<file path="src/rtl/aes_pkg.sv">
// Shared AES helpers: S-box, round constants and the GF(2^8) doubling used by MixColumns.
package aes_pkg;

    localparam int AES_NR = 10;
    localparam int AES_NK = 4;

    typedef enum logic {
        ST_IDLE = 1'b0,
        ST_RUN  = 1'b1
    } ark_state_t;

    // Entry 0 sits in the most significant byte of the concatenation.
    localparam logic [0:255][7:0] SBOX_TBL = {
        128'h637c777bf26b6fc53001672bfed7ab76,
        128'hca82c97dfa5947f0add4a2af9ca472c0,
        128'hb7fd9326363ff7cc34a5e5f171d83115,
        128'h04c723c31896059a071280e2eb27b275,
        128'h09832c1a1b6e5aa0523bd6b329e32f84,
        128'h53d100ed20fcb15b6acbbe394a4c58cf,
        128'hd0efaafb434d338545f9027f503c9fa8,
        128'h51a3408f929d38f5bcb6da2110fff3d2,
        128'hcd0c13ec5f974417c4a77e3d645d1973,
        128'h60814fdc222a908846eeb814de5e0bdb,
        128'he0323a0a4906245cc2d3ac629195e479,
        128'he7c8376d8dd54ea96c56f4ea657aae08,
        128'hba78252e1ca6b4c6e8dd741f4bbd8b8a,
        128'h703eb5664803f60e613557b986c11d9e,
        128'he1f8981169d98e949b1e87e9ce5528df,
        128'h8ca1890dbfe6426841992d0fb054bb16
    };

    function automatic logic [7:0] sbox(input logic [7:0] b);
        return SBOX_TBL[b];
    endfunction

    function automatic logic [7:0] rcon(input logic [3:0] idx);
        logic [7:0] v;
        case (idx)
            4'd1:    v = 8'h01;
            4'd2:    v = 8'h02;
            4'd3:    v = 8'h04;
            4'd4:    v = 8'h08;
            4'd5:    v = 8'h10;
            4'd6:    v = 8'h20;
            4'd7:    v = 8'h40;
            4'd8:    v = 8'h80;
            4'd9:    v = 8'h1b;
            4'd10:   v = 8'h36;
            default: v = 8'h00;
        endcase
        return v;
    endfunction

    function automatic logic [7:0] xtime(input logic [7:0] b);
        return {b[6:0], 1'b0} ^ (b[7] ? 8'h1b : 8'h00);
    endfunction

endpackage

</file>
<file path="src/rtl/aes_subword.sv">
// Four parallel S-box lookups over a 32-bit word; shared with the SubBytes stage.
module aes_subword
    import aes_pkg::*;
(
    input  logic [31:0] i_word,
    output logic [31:0] o_word
);

    assign o_word = {sbox(i_word[31:24]), sbox(i_word[23:16]),
                     sbox(i_word[15:8]),  sbox(i_word[7:0])};

endmodule

</file>
<file path="src/rtl/add_round_key_sched.sv">
// AES-128 AddRoundKey with an on-the-fly key schedule and a single-entry output register.
module add_round_key_sched
    import aes_pkg::*;
#(
    parameter int NR = AES_NR
) (
    input  logic         clk,
    input  logic         reset,
    input  logic         keyLoad,
    input  logic [127:0] keyIn,
    input  logic         inValid,
    output logic         inReady,
    input  logic [127:0] stateIn,
    output logic         outValid,
    input  logic         outReady,
    output logic [127:0] stateOut,
    output logic [3:0]   roundOut,
    output logic         lastRound,
    output logic         busy
);

    localparam logic [3:0] LAST_RND = 4'(NR);

    ark_state_t   r_state;
    logic [127:0] r_key;
    logic [3:0]   r_rnd;
    logic         r_out_valid;
    logic [127:0] r_state_out;
    logic [3:0]   r_round_out;

    logic         w_accept;
    logic [31:0]  w_rot;
    logic [31:0]  w_sub;
    logic [31:0]  w_t;
    logic [31:0]  w_w0, w_w1, w_w2, w_w3;
    logic [127:0] w_next_key;

    assign w_rot = {r_key[23:0], r_key[31:24]};

    aes_subword u_subword (
        .i_word (w_rot),
        .o_word (w_sub)
    );

    // Next round key: w0' depends on the rotated/substituted w3, then a ripple of XORs.
    assign w_t        = w_sub ^ {rcon(r_rnd + 4'd1), 24'h0};
    assign w_w0       = r_key[127:96] ^ w_t;
    assign w_w1       = r_key[95:64]  ^ w_w0;
    assign w_w2       = r_key[63:32]  ^ w_w1;
    assign w_w3       = r_key[31:0]   ^ w_w2;
    assign w_next_key = {w_w0, w_w1, w_w2, w_w3};

    // Handshake: a transfer happens on any cycle where valid and ready are both high.
    assign inReady  = (r_state == ST_RUN) && !keyLoad && (!r_out_valid || outReady);
    assign w_accept = inValid && inReady;

    always_ff @(posedge clk or posedge reset) begin
        if (reset) begin
            r_state <= ST_IDLE;
            r_key   <= '0;
            r_rnd   <= '0;
        end else if (keyLoad) begin
            r_state <= ST_RUN;
            r_key   <= keyIn;
            r_rnd   <= '0;
        end else if (w_accept) begin
            if (r_rnd == LAST_RND) begin
                r_state <= ST_IDLE;
            end else begin
                r_key <= w_next_key;
                r_rnd <= r_rnd + 4'd1;
            end
        end
    end

    always_ff @(posedge clk or posedge reset) begin
        if (reset) begin
            r_out_valid <= 1'b0;
            r_state_out <= '0;
            r_round_out <= '0;
        end else if (w_accept) begin
            r_out_valid <= 1'b1;
            r_state_out <= stateIn ^ r_key;
            r_round_out <= r_rnd;
        end else if (outReady) begin
            r_out_valid <= 1'b0;
        end
    end

    assign outValid  = r_out_valid;
    assign stateOut  = r_state_out;
    assign roundOut  = r_round_out;
    assign lastRound = r_out_valid && (r_round_out == LAST_RND);
    assign busy      = (r_state == ST_RUN);

endmodule

</file>
<file path="config.mk">
export PLATFORM = sky130hd
export DESIGN_NAME = add_round_key_sched
export DESIGN_NICKNAME = d
export VERILOG_FILES = /design/src/rtl/aes_pkg.sv /design/src/rtl/aes_subword.sv /design/src/rtl/add_round_key_sched.sv
export SDC_FILE = /design/constraint.sdc
export NUM_CORES = 1
export LEC_CHECK = 0
export ABC_AREA = 1
export BUFFER_PORTS_ARGS = -buffer_cell sky130_fd_sc_hd__buf_2
export CELL_PAD_IN_SITES_DETAIL_PLACEMENT = 2
export CELL_PAD_IN_SITES_GLOBAL_PLACEMENT = 2
export CORE_MARGIN = 3
export CORE_UTILIZATION = 31
export DETAILED_ROUTE_END_ITERATION = 8
export PLACE_DENSITY_LB_ADDON = 0.1
export SETUP_SLACK_MARGIN = 0.3
export SKIP_LAST_GASP = 1
export SYNTH_ARGS = -nofsm -noshare
export SYNTH_HDL_FRONTEND = slang
export SYNTH_SLANG_ARGS = --single-unit
</file>
<file path="constraint.sdc">
create_clock -name clk -period 12.1 [get_ports clk]
set_input_delay 1.815 -clock clk [delete_from_list [all_inputs] [get_ports clk]]
set_output_delay 1.815 -clock clk [all_outputs]
set_load 0.05 [all_outputs]
</file>
======== Yosys cells after proc, flatten, opt, wreduce, memory -nomap -nowiden ========
Memory sizes are Yosys's and may differ from the RTL's.
Index checks and enable logic that the tools add are counted.
operators by class
  add/subtract/negate cells ............... 1
  multiply operators ...................... 0
  div/mod/pow operators ................... 0
  order comparisons ....................... 4
  eq/ne operators ......................... 3
  shifts and indexed selects .............. 0
  muxes and demuxes ....................... 19
  bitwise gates (word level) .............. 10
  reduce and logical (&&, ||, !) cells .... 12
operator list
  kind                                                      number
  two-way mux 128 bit                                       3
  XOR 32 bit                                                5
  XOR 128 bit                                               1
  two-way mux 8 bit                                         8
  greater-or-equal comparator 9 bit, second input constant  4
  inverter 8 -> 9 bit                                       4
  two-way mux 4 bit                                         3
  == test 4 bit, second input constant                      2
  nonzero test 2 bit                                        3
  two-way mux 1 bit                                         5
  adder 4 x 1 -> 4 bit, second input constant               1
  logical AND 1 bit                                         4
  AND reduction 2 bit                                       2
  zero test 1 bit                                           2
  != test 2 bit, second input constant                      1
  logical OR 1 bit                                          1
word-level totals
  register bits ........................... 266
  latch bits .............................. 0
  RAM bits ................................ 0
  memory bits (read-only) ................. 8320
  input bits .............................. 261
  output and inout port bits .............. 136
  memories kept ........................... 5
memory list
  name             depth  bits a word  rd ports  clocked after memory_dff  write ports  RTL line       text
  (no name shown)  256    8            1         0                         0            aes_pkg.sv:33  return SBOX_TBL[b];
  (no name shown)  256    8            1         0                         0            aes_pkg.sv:33
  (no name shown)  256    8            1         0                         0            aes_pkg.sv:33
  (no name shown)  256    8            1         0                         0            aes_pkg.sv:33
  (no name shown)  16     8            1         0                         0            aes_pkg.sv:38  case (idx)

======== Longest topological paths before layout ========
  depth after elaboration ................. 12
  mapped depth ............................ 23
  mapped depth without buffers ............ 22

======== Modules after synthesis ========
Synthesis repeated with hierarchy kept, for this count alone.
unflattened totals
  cell total of the unflattened synthesis .. 4056
  area, all modules ....................... 24892.6 µm²
modules (own cells, without submodules)
  module               times used  cells each  area an instance (µm²)
  add_round_key_sched  1           1546        13354.1
  aes_subword          1           2510        11538.6

======== Worst setup path after synthesis ========
Ideal clock, no wire load.
  kind .................................... input port to output port
  start point ............................. input port keyLoad
  end point ............................... output port inReady
  data arrival time ....................... 2660 ps
  slack ................................... 7625 ps
  stages .................................. 2
  path buffers ............................ 1
  cells stage by stage .................... buf_2 -> nor2_1
on the way
  cells in the longest elaborated chain, start to end .. 3
RTL lines
  what                             RTL line                   text
  start: declaration               add_round_key_sched.sv:9   input logic keyLoad,
  zero test 1 bit                  add_round_key_sched.sv:54  assign inReady = (r_state == ST_RUN) && !keyLoad && (!r_out_valid || outReady);
  logical AND 1 bit (2 in series)  add_round_key_sched.sv:54
  end: declaration                 add_round_key_sched.sv:12  output logic inReady,
Every way passes these cells.

======== Worst setup path in the final report ========
  start point ............................. input port keyLoad
  end point ............................... register r_key[110]
on the way
  cells in the longest elaborated chain, start to end .. 6
  elaborated cells on any way between the ends .. 8
  those cells by class .................... eq/ne: 1; mux: 1; reduce/logical: 6
RTL lines
  what                                  RTL line                   text
  zero test 1 bit                       add_round_key_sched.sv:54
  logical AND 1 bit (2 in series)       add_round_key_sched.sv:54
  logical AND 1 bit                     add_round_key_sched.sv:55  assign w_accept = inValid && inReady;
  nonzero test 2 bit (no source line)   n/a
  AND reduction 2 bit (no source line)  n/a
  end signal: assignment                add_round_key_sched.sv:64  r_key <= keyIn;
  end signal: assignment                add_round_key_sched.sv:70  r_key <= w_next_key;
  end: declaration                      add_round_key_sched.sv:25  logic [127:0] r_key;
Parallel ways exist; a longest one is shown, timed or not.
A chain may end at the register's enable or synchronous reset.

==> flow_metrics.py <==
metrics = {
    "run_status": {
        "status": "finished clean",
    },
    "placement": {
        "gp_congestion": 0.965,
        "hpwl_um": 110000,
        "place_ws_ps": 6860,
        "portBuffers": 396,
    },
    "routing": {
        "first_iter_violations": 2806,
        "wl_per_cell_um": 26.6,
        "drtPass1Iterations": 6,
        "drc": 0,
        "ant_nets": 0,
        "num_vias": 33188,
        "post_drt_via_cell_ratio": 5.87,
        "wirelength_um": 151000,
    },
    "cts": {
        "insertion_delay_ps": 580,
        "cts_sinks": 266,
        "clock_path_buffers": 3,
        "hold_buffers": 0,
        "path_clk_slew_ps": 60,
        "cts-root-buf": "clkbuf_16",
        "cts_tree": "built",
        "post_cts_resize_count": 0,
        "htreeDepth": 2,
        "post-cts-setup-buffers": 0,
        "numCtsBuffers": 36,
    },
    "final_layout": {
        "drive_gt1_share_pct": 12.5,
        "utilization_pct": 35.8,
        "area_delta_synth_final_pct": 13.7,
        "fill_cells": 10466,
        "nets": 4868,
    },
    "sta": {
        "fin_crit_sh_pct": 38.9,
        "worst_pin_slew_ps": 1080,
        "max-slew-margin-rel_pct": 28.3,
        "setup_ws_ps": 7400,
        "period_needed_ps": 4700,
        "finalSetupTns_ps": 0,
        "slew_viol_final": 0,
        "clock.fmax_ghz": 0.213,
        "hold_violations": 0,
        "skew_ps": 23.2,
        "grt_setup_unrepaired": "false",
        "finalSetupViolCount": 0,
    },
    "yosys": {
        "synth-main-ff-cell": "dfrtp_1",
        "ys_async_sr_fraction_pct": 100,
        "syn_avg_cell_area_um2": 6.00,
        "yosysSeqAreaShare_pct": 25.5,
        "ys_types": 34,
        "synth_edf_count": 0,
        "ys_seq_elements": 266,
        "synthTopCellsByCount": "nand2_1, nand3_1, o21ai_0",
        "yosysMostFrequentCell": "nand2_1",
        "ys_top_cells_by_area": "dfrtp_1, nand3_1, nand2_1",
        "ys_warn_count": 0,
        "yosysTopAreaCellShare_pct": 25.5,
        "syn-num-nets": 4673,
        "synth_top_area_cell": "dfrtp_1",
        "syn_inst": 4349,
        "synth_area_um2": 26100,
    },
    "critical_path": {
        "path_delay_family": "buffers and inverters",
        "setup.worst_path.end_class": "flip-flop",
        "max_stage_delay_ps": 830,
        "required_ps": 12580,
        "crit_chain": "buf_4 -> buf_4 -> nor4_1 -> a21oi_4 -> buf_4 -> buf_4 -> o21ai_0 -> o22ai_1",
        "arrival_ps": 5180,
        "worstPathMaxFanout": 100,
        "start_kind": "primary input",
        "cp_slowest_cell": "buf_4",
        "cp_num_buf_inv": 4,
        "crit_top_cell": "buf_4",
        "critPathKind": "in -> reg",
    },
    "pwr": {
        "p_leak_nw": 15.0,
        "power.density_nw_per_um2": 351,
        "peakVddDrop_v": 0.000111,
    },
    "flow_run": {
        "cap_viol_max_count": 0,
    },
    "floorplan": {
        "core-area_um2": 82800,
        "rows": 105,
        "initial_core_util_pct": 31.5,
        "die-area_um2": 87600,
        "pin_count": 397,
        "die-height_um": 296,
        "die_w_um": 296,
    },
    "global_route": {
        "grt_pass1_wl_um": 224000,
        "grt_max_degree": 101,
        "antenna_found_initial": 24,
        "grt_overflow": 0,
        "grt_pass1_vias": 34463,
        "grt_use_total_pct": 33.4,
    },
    "min_path": {
        "hp-class": "reg -> reg",
    },
}
==> kinds of logic after synthesis <==
family / Yosys count / share of synthesized area, %
adder cells (fa/ha/maj): 63 / 3.05
XOR/XNOR: 134 / 4.50
AO/OA/AOI/OAI: 541 / 11.1
AND/OR/NAND/NOR: 2815 / 46.9
flip-flops: 266 / 25.5
buffers and inverters: 530 / 8.92
==> placed cells by master, fill, tap and decap left out, types with 7 or more instances in the layout <==
cell type,Yosys,layout
a21oi_1,148,147
buf_2,95,395
buf_4,35,58
clkbuf_16,0,37
clkbuf_8,0,7
clkinv_1,7,7
clkinv_2,0,10
dfrtp_1,266,259
dfrtp_2,0,7
diode_2,0,13
ha_1,62,62
inv_1,213,210
inv_2,12,11
nand2_1,1297,1296
nand2_2,17,17
nand3_1,1213,1213
nand3b_1,8,8
nand4_1,14,14
nor2_1,249,249
nor2_2,7,7
o211ai_1,17,17
o21ai_0,270,270
o22ai_1,97,97
xnor2_1,129,129
==> worst min-delay path, cell delays in order (launching register included) <==
cell	delay [ps]
dfrtp_1	330
nand2_1	50
o21ai_0	60
==> power by group <==
group	leakage (nW)	total [mW]	switching (mW)	internal, mW
clock	0.596	1.14	0.474	0.668
sequential	3.23	1.61	0.385	1.22
combinational	11.2	7.67	5.66	2.00
==> per-layer routing <==
metal | vias up | GRT usage [%] | routed length (um)
met2 | 1260 | 56.3 | 70700
met4 | 22 | 13.6 | 6630
met3 | 325 | 5.78 | 10500
li1 | 14999 | - | -
met5 | - | 0 | 142
met1 | 16582 | 42.4 | 62700
==> stage by stage <==
stage / cell area [um^2] / total power [mW] / cells / hold WS, ps
floorplan: 26100 / 6.62 / 4349 / 513
global placement: 28400 / 8.96 / 5576 / 459
detailed placement: 28400 / 9.12 / 5576 / 467
CTS: 29600 / 10.3 / 5640 / 482
global route: 29600 / 11.2 / 5644 / 504
finish: 29700 / 10.4 / 5653 / 477
==> flip-flops by register name, indices dropped and copies added (netlist names) <==
signal,cells
busy,1
outValid,1
r_key,128
r_rnd,4
roundOut,4
stateOut,128
==> final timing paths <==
path                                   start             to  slack [ps]  cells past startpoint
worst max register to register     r_key[16]      r_key[29]        7670                     19
worst max-delay path                 keyLoad     r_key[110]        7400                      8
max in group asynchronous              reset      r_key[28]        9270                      3
worst min-delay path            stateOut[74]   stateOut[74]         480                      2
worst min register to register  stateOut[74]   stateOut[74]         480                      2
min in group asynchronous              reset  stateOut[124]        1350                      2
==> final cells by class <==
class	count	area, um^2	area share, %
diodes	13	32.5	0.110
inverters	234	898	3.03
repair buffers	453	2410	8.13
clock inverters	14	155	0.523
multi-input cells	3553	17100	57.7
clock buffers	50	1040	3.52
well taps	1070	1340	4.51
flip-flops and latches	266	6670	22.5
Power figures use the tool's default switching activity.
